File: config.mk
export PLATFORM = sky130hd
export DESIGN_NAME = if_stage_flat
export DESIGN_NICKNAME = d
export VERILOG_FILES = /design/src/rtl/if_stage_pkg.sv /design/src/rtl/if_stage_if.sv /design/src/rtl/if_stage_if_id_reg.sv /design/src/rtl/if_stage.sv /design/src/flat_wrapper.sv
export SDC_FILE = /design/constraint.sdc
export NUM_CORES = 1
export LEC_CHECK = 0
export BUFFER_PORTS_ARGS = -buffer_cell sky130_fd_sc_hd__buf_2
export CAP_MARGIN = 10
export CORE_ASPECT_RATIO = 0.9
export CORE_MARGIN = 2
export CORE_UTILIZATION = 58
export DETAILED_ROUTE_END_ITERATION = 12
export HOLD_SLACK_MARGIN = 0.12
export PLACE_DENSITY_LB_ADDON = 0.2
export SYNTH_ARGS = -nofsm -noshare
export SYNTH_HDL_FRONTEND = slang
export SYNTH_SLANG_ARGS = --single-unit
File: constraint.sdc
create_clock -name clk_i -period 3.06 [get_ports clk_i]
set_input_delay 0.612 -clock clk_i [delete_from_list [all_inputs] [get_ports clk_i]]
set_output_delay 0.612 -clock clk_i [all_outputs]
set_load 0.02 [all_outputs]
File: src/rtl/if_stage_pkg.sv
// -----------------------------------------------------------------------------
// if_stage_pkg
// Shared definitions for the instruction-fetch stage: fetch FSM encoding,
// the opcodes decoded downstream for redirects, the default bubble word and
// the PC increment helper.
// -----------------------------------------------------------------------------
package if_stage_pkg;

    // S_REQ  : a fetch request is outstanding on the instruction memory
    // S_HOLD : a fetched word is parked in the hold buffer while stalled
    typedef enum logic [0:0] {
        S_REQ  = 1'b0,
        S_HOLD = 1'b1
    } fetch_state_e;

    localparam logic [5:0]  op_JUMP      = 6'd2;
    localparam logic [5:0]  op_BEQ       = 6'd4;

    // sll $0,$0,0 -- architectural no-op
    localparam logic [31:0] BUBBLE_INSTR = 32'h0000_0000;

    // Sequential PC; wraps modulo 2^32 by construction of the 32-bit sum.
    function automatic logic [31:0] pc_plus4(input logic [31:0] pc);
        return pc + 32'd4;
    endfunction

endpackage

File: src/rtl/if_stage_if.sv
// -----------------------------------------------------------------------------
// if_stage_if
// Instruction-memory handshake between the fetch stage (master) and the
// instruction memory (slave).
//   imem_req_o   : fetch request valid (master -> memory)
//   imem_addr_o  : fetch address, stable while a request waits for ready
//   imem_ready_i : memory returns imem_data_i in this cycle
//   imem_data_i  : fetched instruction word
// -----------------------------------------------------------------------------
interface if_stage_if;
    logic        imem_req_o;
    logic [31:0] imem_addr_o;
    logic        imem_ready_i;
    logic [31:0] imem_data_i;

    modport master (
        output imem_req_o,
        output imem_addr_o,
        input  imem_ready_i,
        input  imem_data_i
    );

    modport slave (
        input  imem_req_o,
        input  imem_addr_o,
        output imem_ready_i,
        output imem_data_i
    );
endinterface

File: src/rtl/if_stage_if_id_reg.sv
// -----------------------------------------------------------------------------
// if_id_reg
// IF/ID pipeline register with stall and flush.
// Priority: rst_i > flush_i > stall_i > load_i; with none of them active the
// register takes a bubble.
//   clk_i, rst_i      : clock, synchronous active-high reset
//   flush_i           : replace contents with a bubble
//   stall_i           : hold contents
//   load_i            : capture instr_i / pc4_i as a valid instruction
//   instr_o, pc4_o,
//   valid_o           : register contents; instr_o is BUBBLE_INSTR when invalid
// -----------------------------------------------------------------------------
module if_id_reg #(
    parameter logic [31:0] BUBBLE_INSTR = 32'h0000_0000
) (
    input  logic        clk_i,
    input  logic        rst_i,
    input  logic        flush_i,
    input  logic        stall_i,
    input  logic        load_i,
    input  logic [31:0] instr_i,
    input  logic [31:0] pc4_i,
    output logic [31:0] instr_o,
    output logic [31:0] pc4_o,
    output logic        valid_o
);

    logic [31:0] instr_q;
    logic [31:0] pc4_q;
    logic        valid_q;

    // pc4 is left untouched on a bubble: a following jump still forms its
    // region bits from the last real pc+4.
    always_ff @(posedge clk_i) begin
        if (rst_i) begin
            instr_q <= BUBBLE_INSTR;
            pc4_q   <= 32'h0;
            valid_q <= 1'b0;
        end else if (flush_i) begin
            instr_q <= BUBBLE_INSTR;
            valid_q <= 1'b0;
        end else if (stall_i) begin
            instr_q <= instr_q;
        end else if (load_i) begin
            instr_q <= instr_i;
            pc4_q   <= pc4_i;
            valid_q <= 1'b1;
        end else begin
            instr_q <= BUBBLE_INSTR;
            valid_q <= 1'b0;
        end
    end

    assign instr_o = instr_q;
    assign pc4_o   = pc4_q;
    assign valid_o = valid_q;

endmodule

File: src/rtl/if_stage.sv
// -----------------------------------------------------------------------------
// if_stage
// Instruction-fetch stage: PC register, fetch FSM with a one-word hold buffer,
// branch/jump redirect (with deferral while a fetch is still in flight) and
// the IF/ID pipeline register.
//   clk_i, rst_i          : clock, synchronous active-high reset
//   stall_i               : freeze PC and IF/ID
//   flush_i               : bubble IF/ID only
//   branch_taken_i,
//   branch_target_i       : taken BEQ from ID and its target
//   jump_i, jump_index_i  : J from ID and its 26-bit index (wins over branch)
//   imem                  : instruction-memory handshake (master side)
//   pc_o                  : current fetch PC
//   if_id_instr_o/_pc4_o/
//   if_id_valid_o         : IF/ID register outputs
// -----------------------------------------------------------------------------
module if_stage #(
    parameter logic [31:0] RESET_PC     = 32'h0000_0000,
    parameter logic [31:0] BUBBLE_INSTR = 32'h0000_0000
) (
    input  logic               clk_i,
    input  logic               rst_i,
    input  logic               stall_i,
    input  logic               flush_i,
    input  logic               branch_taken_i,
    input  logic [31:0]        branch_target_i,
    input  logic               jump_i,
    input  logic [25:0]        jump_index_i,
    if_stage_if.master         imem,
    output logic [31:0]        pc_o,
    output logic [31:0]        if_id_instr_o,
    output logic [31:0]        if_id_pc4_o,
    output logic               if_id_valid_o
);
    import if_stage_pkg::*;

    fetch_state_e state_q, state_d;
    logic [31:0]  pc_q, pc_d;
    logic [31:0]  hold_q, hold_d;
    logic         redirect_pending_q, redirect_pending_d;
    logic [31:0]  redirect_pc_q, redirect_pc_d;

    logic         redirect;
    logic [31:0]  redirect_target;
    logic         ifid_flush;
    logic         ifid_load;
    logic [31:0]  ifid_instr;

    assign redirect        = jump_i | branch_taken_i;
    assign redirect_target = jump_i ? {if_id_pc4_o[31:28], jump_index_i, 2'b00}
                                    : branch_target_i;

    // State register
    always_ff @(posedge clk_i) begin
        if (rst_i) begin
            state_q            <= S_REQ;
            pc_q               <= RESET_PC;
            hold_q             <= 32'h0;
            redirect_pending_q <= 1'b0;
            redirect_pc_q      <= 32'h0;
        end else begin
            state_q            <= state_d;
            pc_q               <= pc_d;
            hold_q             <= hold_d;
            redirect_pending_q <= redirect_pending_d;
            redirect_pc_q      <= redirect_pc_d;
        end
    end

    // Next-state logic
    always_comb begin
        state_d            = state_q;
        pc_d               = pc_q;
        hold_d             = hold_q;
        redirect_pending_d = redirect_pending_q;
        redirect_pc_d      = redirect_pc_q;

        if (redirect) begin
            // Redirect outranks stall. While a fetch is still in flight the
            // address must stay put, so the target is parked until the
            // (now stale) word comes back and is thrown away.
            if (state_q == S_HOLD) begin
                pc_d    = redirect_target;
                state_d = S_REQ;
                hold_d  = 32'h0;
            end else if (imem.imem_ready_i) begin
                pc_d               = redirect_target;
                redirect_pending_d = 1'b0;
            end else begin
                redirect_pending_d = 1'b1;
                redirect_pc_d      = redirect_target;
            end
        end else if (!flush_i) begin
            // A lone flush only bubbles IF/ID; fetch state is left alone.
            unique case (state_q)
                S_REQ: begin
                    if (imem.imem_ready_i) begin
                        if (redirect_pending_q) begin
                            pc_d               = redirect_pc_q;
                            redirect_pending_d = 1'b0;
                        end else if (stall_i) begin
                            hold_d  = imem.imem_data_i;
                            state_d = S_HOLD;
                        end else begin
                            pc_d = pc_plus4(pc_q);
                        end
                    end
                end
                S_HOLD: begin
                    if (!stall_i) begin
                        pc_d    = pc_plus4(pc_q);
                        state_d = S_REQ;
                    end
                end
                default: state_d = S_REQ;
            endcase
        end
    end

    // Outputs and IF/ID control
    always_comb begin
        imem.imem_req_o  = (state_q == S_REQ);
        imem.imem_addr_o = pc_q;
        ifid_flush       = redirect | flush_i;
        ifid_load        = 1'b0;
        ifid_instr       = imem.imem_data_i;
        if (state_q == S_HOLD) begin
            ifid_load  = 1'b1;
            ifid_instr = hold_q;
        end else begin
            // A word answering a superseded address is never loaded.
            ifid_load = imem.imem_ready_i & ~redirect_pending_q;
        end
    end

    if_id_reg #(
        .BUBBLE_INSTR (BUBBLE_INSTR)
    ) u_if_id_reg (
        .clk_i   (clk_i),
        .rst_i   (rst_i),
        .flush_i (ifid_flush),
        .stall_i (stall_i),
        .load_i  (ifid_load),
        .instr_i (ifid_instr),
        .pc4_i   (pc_plus4(pc_q)),
        .instr_o (if_id_instr_o),
        .pc4_o   (if_id_pc4_o),
        .valid_o (if_id_valid_o)
    );

    assign pc_o = pc_q;

endmodule

File: src/flat_wrapper.sv
// flat-port wrapper written by rule: the top's interface ports become plain ports
module if_stage_flat import if_stage_pkg::*;
#(
    parameter logic [31:0] RESET_PC     = 32'h0000_0000,
    parameter logic [31:0] BUBBLE_INSTR = 32'h0000_0000
)
  (clk_i, rst_i, stall_i, flush_i, branch_taken_i, branch_target_i, jump_i, jump_index_i, pc_o, if_id_instr_o, if_id_pc4_o, if_id_valid_o, imem_imem_req_o, imem_imem_addr_o, imem_imem_ready_i, imem_imem_data_i);
  if_stage_if imem_i ();
  input  logic clk_i;
  input  logic rst_i;
  input  logic stall_i;
  input  logic flush_i;
  input  logic branch_taken_i;
  input  logic [31:0] branch_target_i;
  input  logic jump_i;
  input  logic [25:0] jump_index_i;
  output logic [31:0] pc_o;
  output logic [31:0] if_id_instr_o;
  output logic [31:0] if_id_pc4_o;
  output logic if_id_valid_o;
  output wire logic [$bits(imem_i.imem_req_o)-1:0] imem_imem_req_o;
  output wire logic [$bits(imem_i.imem_addr_o)-1:0] imem_imem_addr_o;
  input wire logic [$bits(imem_i.imem_ready_i)-1:0] imem_imem_ready_i;
  input wire logic [$bits(imem_i.imem_data_i)-1:0] imem_imem_data_i;
  assign imem_imem_req_o = imem_i.imem_req_o;
  assign imem_imem_addr_o = imem_i.imem_addr_o;
  assign imem_i.imem_ready_i = imem_imem_ready_i;
  assign imem_i.imem_data_i = imem_imem_data_i;
  if_stage #(.RESET_PC(RESET_PC), .BUBBLE_INSTR(BUBBLE_INSTR)) u_core (.clk_i(clk_i), .rst_i(rst_i), .stall_i(stall_i), .flush_i(flush_i), .branch_taken_i(branch_taken_i), .branch_target_i(branch_target_i), .jump_i(jump_i), .jump_index_i(jump_index_i), .imem(imem_i), .pc_o(pc_o), .if_id_instr_o(if_id_instr_o), .if_id_pc4_o(if_id_pc4_o), .if_id_valid_o(if_id_valid_o));
endmodule
==> metrics.csv, run 1 <==
stage,metric,value,unit
run_status,status,"finished, final reports clean",
pwr,leakagePower,4.08,nW
route,vias_per_cell,6.03,
floorplan,rows,42,
clock_tree,htree_levels,4,
clock_tree,cts_tree,built,
synth,synthMuxAreaShare,5.52,%
synth,seq_area_frac_synth,38.1,%
critical_path,critical_path_class,flip-flop to flip-flop,
critical_path,cp-start-kind,flip-flop,
sta,finalSetupViolCount,0,
final_layout,nets,1323,
route,wl_met3,2990,um
synth,yosys.area.top_type,dfxtp_1,
route,postRouteWirelength,26100,um
critical_path,path_cells,nand4_4 -> or4_4 -> or2_4 -> or4_1 -> a31oi_1,
clock_tree,cts_resized,0,
sta,fin_crit,2.43,ns
clock_tree,postCtsSetupRepairBufs,0,
synth,synthArstFlopShare,0,%
critical_path,critPathRequiredTime,3.41,ns
final_layout,layout.cells.non_filler,1436,
floorplan,die_h,119,um
synth,syn_nets,1180,
route,dr.first_iter.drc_count,1162,
critical_path,path_max_fanout,11,
global_route,grt_pass1_wl,41500,um
floorplan,die_w,132,um
route,met2_length,10900,um
synth,synth_cell_types,56,
synth,synth_simple_gate_area_share,21.7,%
pwr,power,5.43,mW
worst_hold_path,hp-class,input port to flip-flop,
critical_path,r2r-end,u_core.imem.imem_addr_o[31],
sta,slew_violations,0,
final_layout,most-common-layout-cells,"buf_2 (225), dfxtp_1 (162), nor2_1 (141), a21oi_1 (91), nand2_1 (90)",
global_route,grt_max_degree,61,
sta,setup_tns,0,ns
critical_path,endpoint,u_core.imem.imem_addr_o[31],
synth,synth_area_leaders,"dfxtp_1 (38%), nor2_1 (6.2%), a21oi_1 (5.4%), mux2i_1 (5.3%), a211oi_1 (4.1%)",
critical_path,cp.depth,5,
placement,gp_congestion,0.891,
synth,synth_top_family_by_area,compound AO/OA/AOI/OAI gates,
global_route,grt_pass1_vias,7745,
final_layout,layout-drive-gt1-share,25.4,%
route,vias,8655,
route,antenna_left,0,
critical_path,critPathCaptureType,flip-flop,
final_layout,layout_commonest_cell,buf_2,
route,top_layer_used,met4,
clock_tree,clock-sinks,163,
clock_tree,clockRootBuffer,clkbuf_16,
clock_tree,clock_path_buffers,2,
critical_path,cp-startpoint,u_core.imem.imem_addr_o[11],
synth,synth_compound_area_share,21.8,%
clock_tree,cts_hold_buf,0,
floorplan,num_io_pins,227,
critical_path,cpMaxStageDelayCell,dfxtp_1,
synth,synth_adder_area_share,0.146,%
floorplan,die_area,15800,um2
synth,netlist_area,8570,um2
synth,synthCells,1082,
floorplan,initial_core_util,58.9,%
sta,hold_slack,0.449,ns
critical_path,max_stage_delay,0.61,ns
critical_path,r2r-start,u_core.imem.imem_addr_o[11],
worst_hold_path,hp-start,imem_imem_data_i[23],
synth,synth_flop_cell,dfxtp_1,
flow_run,cap_violations,0,
critical_path,crit_arrival,2.78,ns
critical_path,crit_family,simple AND/OR/NAND/NOR gates,
placement,place_inst,1404,
sta,fin_skew,0.00653,ns
synth,synth-xor-area-share,4.09,%
placement,dpl.hpwl,17800,um
critical_path,reg2reg_depth,5,
critical_path,worstPathBufferInverterCount,0,
sta,rsz0062_at_grt,no,
sta,finalHoldViolCount,0,
sta,worst_slew_pin_slew,0.796,ns
final_layout,antenna_cells,0,
placement,io_buffer_count,226,
synth,syn_avg_cell_area,7.92,um2
floorplan,core-area,14600,um2
clock_tree,cts_buffers,17,
pwr,vdd_drop_max,0.412,mV
synth,ys_warn_count,0,
synth,ys_ff_latch,163,
route,wl_per_cell,18.1,um
route,wl_met1,11700,um
route,drc,0,
clock_tree,clock_latency,0.42,ns
final_layout,syn2layout_area_growth,19.5,%
global_route,grt.total_usage,32.8,%
clock_tree,clk_pin_slew,0.06,ns
synth,synth_edf_count,0,
global_route,antenna_found_initial,0,
sta,max_slew_margin,46.2,%
critical_path,reg2reg_setup_slack,0.63,ns
worst_hold_path,whs_path_depth,3,
sta,max_freq,412,MHz
synth,yosys.area.top_type_share,38.1,%
route,dr.pass1.iters,5,
sta,period_share,79.4,%
pwr,power_density,530,nW/um2
global_route,overflow,0,
-- cells by family after synthesis --
group | count (synthesis)
compound gates | 289
xor+xnor | 40
fa+ha+maj | 1
buf+inv | 153
flops | 163
mux | 47
simple gates | 389
-- report_power, final --
part	internal, mW	switching [mW]
clock	1.48	0.875
sequential	2.20	0.0876
combinational	0.277	0.505
total	3.96	1.47
-- metal layers --
layer,vias to the layer above,global-route usage [%]
li1,4129,-
met1,3999,49.1
met2,491,46.0
met3,36,8.68
met4,0,9.10
met5,-,0
-- stage by stage --
step / instance area, um2 / util (%) / setup WS, ns
floorplan: 8570 / - / 0.800
global placement: 9580 / 65.8 / 0.535
detailed placement: 9580 / 65.8 / 0.543
CTS: 10200 / 70.4 / 0.671
global route: 10200 / 70.4 / 0.442
finish: 10200 / 70.4 / 0.630
-- tightest hold or removal path, delay by kind of cell --
kind                   cells  cell delay, ns
buffers and inverters      1            0.08
AND/OR/NAND/NOR            1            0.07
AO/OA/AOI/OAI              1            0.07
-- sequential cells by signal (all words and copies together), names as in the netlist --
signal and flops:
u_core.hold_q 32, u_core.imem.imem_addr_o 32, u_core.redirect_pc_q 32, u_core.redirect_pending_q 1
u_core.state_q 1, u_core.u_if_id_reg.instr_o 32, u_core.u_if_id_reg.pc4_o 32, u_core.u_if_id_reg.valid_o 1
-- cell type report --
type / count / area [um2]
clock buffer: 22 / 494
inverter: 13 / 48.8
fill: 1223 / 4310
multi-input combinational: 766 / 4590
tap: 198 / 248
sequential: 163 / 3260
timing repair buffer: 264 / 1430
clock inverter: 10 / 169
-- how the worst min path moves through the flow --
stage | end | slack [ns]
2_1_floorplan | u_core.redirect_pc_q[0] | 0.43
3_5_place_dp | u_core.redirect_pc_q[0] | 0.45
6_report | u_core.hold_q[23] | 0.45
5_1_grt | u_core.hold_q[24] | 0.46
4_1_cts | u_core.hold_q[23] | 0.44
3_3_place_gp | u_core.redirect_pc_q[1] | 0.44
-- synthesized netlist by cell type, types with 3 or more instances --
library cell / number
nand2_1: 90
and3_1: 6
mux2i_1: 45
nor4_1: 10
inv_1: 13
a311o_1: 4
nand2b_1: 4
nor2_1: 142
a221oi_1: 9
a21o_1: 3
xnor2_1: 15
a22oi_1: 37
nor3_1: 51
xor2_1: 25
nand3b_1: 5
o211ai_1: 4
a32o_1: 3
a31oi_1: 3
and2_1: 4
nor3b_1: 3
a21oi_1: 93
o21ai_0: 50
o31ai_1: 10
nand3_1: 16
and4_1: 4
or4_1: 3
o311ai_0: 6
a211oi_1: 47
dfxtp_1: 163
nand4_1: 18
a311oi_1: 13
buf_4: 37
nand4b_1: 4
nor4_2: 3
nor2b_1: 13
buf_1: 16
clkbuf_1: 72
buf_2: 11
(Power assumes the default switching activity.)
==> run 2, diff against run 1 <==
--- a/config.mk
+++ b/config.mk
@@ -9,7 +9,7 @@
 export CAP_MARGIN = 10
 export CORE_ASPECT_RATIO = 0.9
 export CORE_MARGIN = 2
-export CORE_UTILIZATION = 58
+export CORE_UTILIZATION = 48
 export DETAILED_ROUTE_END_ITERATION = 12
 export HOLD_SLACK_MARGIN = 0.12
 export PLACE_DENSITY_LB_ADDON = 0.2
==> constraint.sdc (replaced) <==
create_clock -name clk_i -period 2.11 [get_ports clk_i]
set_input_delay 0.422 -clock clk_i [delete_from_list [all_inputs] [get_ports clk_i]]
set_output_delay 0.422 -clock clk_i [all_outputs]
set_load 0.02 [all_outputs]
==> run 2 against run 1 <==
Worst setup slack lost 0.57 ns. First-iteration DRC count shrank 34%. Wire length grew 5.1%. Count of clock-buffer cells in the layout shrank 5. Highest routed layer unchanged. Register-to-register slack lost 0.57 ns. Clock skew grew 0.0054 ns. Core utilization shrank 9.3 points. Total power grew 42%. Sequential power grew 43%. Non-clock buffer count grew 49.
==> metrics.csv, run 2 (synthesized netlist as in run 1, its figures left out) <==
stage,metric,value,unit
route,vias,8803,
sta,finalHoldViolCount,0,
route,vias_per_cell,5.76,
sta,slew_violations,0,
floorplan,die_w,145,um
placement,pre_cts_ws,0.0823,ns
critical_path,path_max_fanout,10,
route,dr.pass1.iters,5,
sta,fin_skew,0.0119,ns
final_layout,nFillCells,1597,
critical_path,cp-start-kind,flip-flop,
placement,place_inst,1495,
placement,gp_congestion,0.924,
worst_hold_path,hp-start,imem_imem_data_i[12],
pwr,power_density,717,nW/um2
worst_hold_path,whs_endpoint,u_core.hold_q[12],
sta,period_share,97.2,%
pwr,p_switching,2.34,mW
clock_tree,cts_tree,built,
final_layout,syn2layout_area_growth,25.1,%
final_layout,most-common-layout-cells,"buf_2 (225), nor2_1 (141), dfxtp_1 (139), a21oi_1 (91), nand2_1 (90)",
critical_path,r2r-start,u_core.imem.imem_addr_o[14],
clock_tree,cts_buffers,17,
sta,max_slew_margin,61.2,%
critical_path,r2r-end,u_core.imem.imem_addr_o[26],
final_layout,nets,1372,
floorplan,die_area,18900,um2
final_layout,layout.cells.non_filler,1529,
route,wl_per_cell,17.9,um
pwr,vdd_drop_max,0.585,mV
floorplan,rows,46,
sta,setup_tns,0,ns
global_route,overflow,0,
worst_hold_path,hp-class,input port to flip-flop,
critical_path,critPathRequiredTime,2.44,ns
global_route,grt_max_degree,55,
clock_tree,clock_path_buffers,2,
global_route,antenna_found_initial,1,
global_route,grt_pass1_wl,41700,um
flow_run,cap_violations,0,
final_layout,layout-drive-gt1-share,30.2,%
pwr,leakagePower,4.32,nW
critical_path,cpMaxStageDelayCell,dfxtp_2,
critical_path,path_cells,buf_4 -> nand4_1 -> nor4_2 -> buf_4 -> nand4_1 -> mux2i_1 -> a211oi_2,
clock_tree,clockRootBuffer,clkbuf_16,
sta,finalSetupViolCount,0,
pwr,swShare,30.4,%
critical_path,critPathCaptureType,flip-flop,
clock_tree,htree_levels,4,
placement,dpl.hpwl,19800,um
pwr,combPwrFrac,16.7,%
sta,worst_slew_pin_slew,0.575,ns
global_route,grt_pass1_vias,7666,
floorplan,die_h,131,um
sta,rsz0062_at_grt,yes,
pwr,cell_internal_pwr,5.35,mW
critical_path,critical_path_class,flip-flop to flip-flop,
floorplan,core-area,17600,um2
route,dr.first_iter.drc_count,764,
critical_path,max_stage_delay,0.33,ns
run_status,status,"finished, final reports clean",
floorplan,initial_core_util,48.8,%
critical_path,crit_arrival,2.38,ns
pwr,clkPwrFrac,40.9,%
global_route,grt.total_usage,28.3,%
sta,fin_crit,2.05,ns
pwr,sequentialPowerShare,42.5,%
clock_tree,clk_pin_slew,0.08,ns
pwr,power,7.70,mW
sta,max_freq,488,MHz
clock_tree,clock_latency,0.44,ns
route,drc,0,
route,postRouteWirelength,27400,um
clock_tree,clock-sinks,163,
critical_path,reg2reg_depth,7,
critical_path,reg2reg_setup_slack,0.06,ns
clock_tree,postCtsSetupRepairBufs,0,
final_layout,layout_commonest_cell,buf_2,
floorplan,num_io_pins,227,
sta,setup_ws,0.0596,ns
placement,io_buffer_count,226,
worst_hold_path,whs_path_depth,3,
route,antenna_left,0,
## run 2: cell count changes in the layout (fill, tap and decap cells not counted), sizes merged
cell      change
diode         +2
bufinv        -3
clkinvlp      +3
clkinv        -1
clkbuf        -5
inv           +6
buf          +49
## run 2: what timing repair did
item	in CTS	in global routing
hold buffers	0	0
endpoints found under the setup margin	0	2
gates resized for setup	0	2
## run 2: cell type report
| cell class | count | area (um2) | area share [%] |
|---|---|---|---|
| multi-input cells | 766 | 4600 | 42.9 |
| flip-flops and latches | 163 | 3310 | 30.8 |
| repair buffers | 313 | 1870 | 17.5 |
| clock buffers | 17 | 425 | 3.97 |
| well taps | 240 | 300 | 2.80 |
| clock inverters | 15 | 166 | 1.55 |
| inverters | 13 | 48.8 | 0.455 |
| diodes | 2 | 5.00 | 0.0467 |
## run 2: how the worst max path moves through the flow
stage | start | endpoint | slack (ns) | cells past startpoint
after floorplan | u_core.imem.imem_addr_o[16] | u_core.imem.imem_addr_o[31] | 0.006 | 6
final | u_core.imem.imem_addr_o[14] | u_core.imem.imem_addr_o[26] | 0.06 | 7
after CTS | u_core.imem.imem_addr_o[15] | u_core.imem.imem_addr_o[26] | 0.06 | 7
after global routing | u_core.imem.imem_addr_o[3] | u_core.imem.imem_addr_o[16] | -0.01 | 6
after global placement | u_core.imem.imem_addr_o[15] | u_core.imem.imem_addr_o[26] | 0.07 | 7
after detailed placement | u_core.imem.imem_addr_o[15] | u_core.imem.imem_addr_o[26] | 0.08 | 7
## run 2: stage by stage
| step | utilization [%] | area (um2) | hold WS (ns) |
|---|---|---|---|
| 6_report | 61.1 | 10700 | 0.247 |
| 3_5_place_dp | 57.7 | 10100 | 0.444 |
| 5_1_grt | 61.1 | 10700 | 0.256 |
| 2_1_floorplan | - | 8680 | 0.432 |
| 3_3_place_gp | 57.7 | 10100 | 0.442 |
| 4_1_cts | 61.0 | 10700 | 0.243 |
## run 2: worst max-delay path, delay by kind of cell (launching register included)
family,cells,cell delay [ns]
AOI/OAI and AO/OA,1,0.29
buffers and inverters,2,0.39
DFF,1,0.33
muxes,1,0.17
and+or+nand+nor,3,0.76
## run 2: metal layers
| metal | vias to the layer above | global-route usage [%] | wire length (um) | part of all wire, % |
|---|---|---|---|---|
| li1 | 4238 | - | - | - |
| met1 | 4078 | 42.0 | 12600 | 46 |
| met2 | 449 | 40.6 | 11500 | 42 |
| met3 | 38 | 6.74 | 2800 | 10 |
| met4 | 0 | 8.11 | 462 | 1.7 |
| met5 | - | 0 | 0 | 0 |
## run 2: power by group through the flow
| stage | clock [mW] | combinational (mW) | sequential, mW |
|---|---|---|---|
| after floorplan | 0 | 0.739 | 3.41 |
| after global placement | 0 | 1.24 | 3.33 |
| after detailed placement | 0 | 1.25 | 3.34 |
| after CTS | 3.18 | 1.26 | 3.27 |
| after global routing | 3.29 | 1.39 | 3.28 |
| final | 3.14 | 1.28 | 3.27 |
==> run 3, diff against run 2 <==
==> constraint.sdc (replaced) <==
create_clock -name clk_i -period 1.71 [get_ports clk_i]
set_input_delay 0.342 -clock clk_i [delete_from_list [all_inputs] [get_ports clk_i]]
set_output_delay 0.342 -clock clk_i [all_outputs]
set_load 0.02 [all_outputs]
==> run 3 against run 2 <==
The run now ends with setup timing left. Critical endpoint is now u_core.imem.imem_addr_o[31]. Combinational power up 44%. Flip-flop and latch count did not move. Register-to-register slack got worse by 0.28 ns. Worst setup slack worse by 0.28 ns. Clock power is 22% higher. Count of clock-buffer cells in the layout unchanged. Fmax is 6.4% higher. Worst hold slack lost 0.078 ns. Die area stayed put. Wire length rose by 11%.
==> metrics.csv, run 3 (synthesized netlist as in run 1, its figures left out) <==
stage,metric,value,unit
floorplan,rows,46,
global_route,grt_pass1_wl,44300,um
clock_tree,cts_tree,built,
critical_path,critPathRequiredTime,2.07,ns
global_route,grt_max_degree,67,
pwr,clkPwrFrac,39.5,%
critical_path,crit_family,simple AND/OR/NAND/NOR gates,
route,dr.first_iter.drc_count,1085,
route,dr.pass1.iters,8,
route,wl_per_cell,18.6,um
sta,max_freq,519,MHz
clock_tree,clockRootBuffer,clkbuf_16,
clock_tree,clock-sinks,163,
final_layout,most-common-layout-cells,"buf_2 (225), buf_4 (148), nor2_1 (140), dfxtp_1 (134), a21oi_1 (90)",
floorplan,die_area,18900,um2
sta,finalSetupViolCount,21,
critical_path,cpMaxStageDelayCell,or4_4,
final_layout,layout.cells.non_filler,1630,
sta,slew_violations,0,
sta,hold_slack,0.169,ns
floorplan,initial_core_util,48.8,%
placement,place_inst,1566,
critical_path,worstPathBufferInverterCount,0,
critical_path,path_cells,nand4_1 -> or4_4 -> or2_4 -> or4_1 -> a31oi_1,
critical_path,critical_path_class,flip-flop to flip-flop,
floorplan,core-area,17600,um2
global_route,overflow,0,
floorplan,die_h,131,um
final_layout,multi_input_area,5040,um2
placement,dpl.hpwl,20100,um
placement,gp_congestion,0.917,
final_layout,nFillCells,1355,
final_layout,nets,1474,
global_route,grt_pass1_vias,8169,
global_route,grt.total_usage,30.1,%
pwr,swShare,31.4,%
critical_path,path_max_fanout,3,
sta,rsz0062_at_grt,yes,
global_route,antenna_found_initial,2,
final_layout,regArea,3350,um2
final_layout,layout-drive-gt1-share,39.6,%
critical_path,crit_arrival,2.28,ns
sta,setup_ws,-0.217,ns
pwr,combPwrFrac,19.0,%
final_layout,layout_commonest_cell,buf_2,
clock_tree,cts_hold_buf,0,
pwr,p_switching,3.05,mW
placement,io_buffer_count,226,
critical_path,critPathCaptureType,flip-flop,
critical_path,cp-start-kind,flip-flop,
sta,max_slew_margin,57.1,%
sta,setup_tns,-2.16,ns
pwr,vdd_drop_max,0.761,mV
sta,period_share,113,%
clock_tree,clk_pin_slew,0.07,ns
critical_path,max_stage_delay,0.54,ns
route,vias_per_cell,5.80,
final_layout,syn2layout_area_growth,43.0,%
pwr,sequentialPowerShare,41.5,%
pwr,power_density,792,nW/um2
route,drc,0,
run_status,violations,setup timing,
clock_tree,clock_path_buffers,2,
route,vias,9450,
sta,worst_slew_pin_slew,0.644,ns
sta,finalHoldViolCount,0,
run_status,status,finished with violations,
floorplan,die_w,145,um
pwr,cell_internal_pwr,6.66,mW
sta,fin_crit,1.93,ns
critical_path,reg2reg_setup_slack,-0.22,ns
clock_tree,htree_levels,4,
floorplan,num_io_pins,227,
worst_hold_path,hp-class,input port to flip-flop,
route,antenna_left,0,
flow_run,cap_violations,0,
clock_tree,cts_buffers,17,
sta,fin_skew,0.00673,ns
route,postRouteWirelength,30400,um
pwr,leakagePower,5.18,nW
clock_tree,clock_latency,0.43,ns
run 3: cell types whose count changed in the layout (fill, tap and decap cells not counted), moves of 9 or more:
cell      delta
a211oi_1     -9
buf_4       +67
buf_12       +9
buf_6       +18
dfxtp_4     +13
a211oi_2     +9
run 3: worst reg2reg max path, cell delays in order, from the launching register on:
cell     delay (ns)
dfxtp_4        0.35
nand4_1        0.12
or4_4          0.54
or2_4          0.28
or4_1          0.40
a31oi_1        0.16
run 3: power groups by stage:
stage	combinational, mW	sequential, mW	clock [mW]
2_1_floorplan	0.938	4.20	0
3_3_place_gp	1.69	4.10	0
3_5_place_dp	1.70	4.11	0
4_1_cts	1.75	4.02	3.85
5_1_grt	1.98	4.04	4.04
6_report	1.84	4.03	3.83
run 3: layout make-up:
type / count / area share [%]
Clock buffer: 17 / 3.47
Tap cell: 240 / 2.45
Timing Repair Buffer: 415 / 24.0
Multi-Input combinational cell: 766 / 41.1
Clock inverter: 15 / 1.27
Inverter: 13 / 0.398
Sequential cell: 163 / 27.3
Antenna cell: 1 / 0.0204
run 3: per-layer routing:
| metal | vias up | part of all wire, % | wire length, um | global-route usage [%] |
|---|---|---|---|---|
| li1 | 4449 | - | - | - |
| met1 | 4430 | 43 | 13000 | 43.9 |
| met2 | 512 | 45 | 13700 | 45.0 |
| met3 | 59 | 10 | 3180 | 6.96 |
| met4 | 0 | 1.8 | 535 | 7.82 |
| met5 | - | 0 | 0 | 0 |
run 3: repair_timing:
item,4_1_cts,5_1_grt
buffers inserted,14,15
pin swaps,21,40
gates resized for setup,41,67
setup endpoints to repair,30,57
cloned,4,1
run 3: final timing paths:
| path | start | cells past startpoint | end |
|---|---|---|---|
| min reg2reg | u_core.redirect_pc_q[2] | 2 | u_core.redirect_pc_q[2] |
| max reg2reg | u_core.imem.imem_addr_o[19] | 5 | u_core.imem.imem_addr_o[31] |
| min | imem_imem_data_i[9] | 3 | u_core.hold_q[9] |
| max | u_core.imem.imem_addr_o[19] | 5 | u_core.imem.imem_addr_o[31] |
run 3: stage by stage:
step	setup slack, ns	util (%)	total power, mW	area, um2
6_report	-0.217	69.9	9.71	12300
5_1_grt	-0.239	69.8	10.1	12300
4_1_cts	-0.151	67.5	9.63	11800
3_5_place_dp	-0.200	61.9	5.81	10900
3_3_place_gp	-0.182	61.9	5.79	10900
2_1_floorplan	-0.261	-	5.14	8880
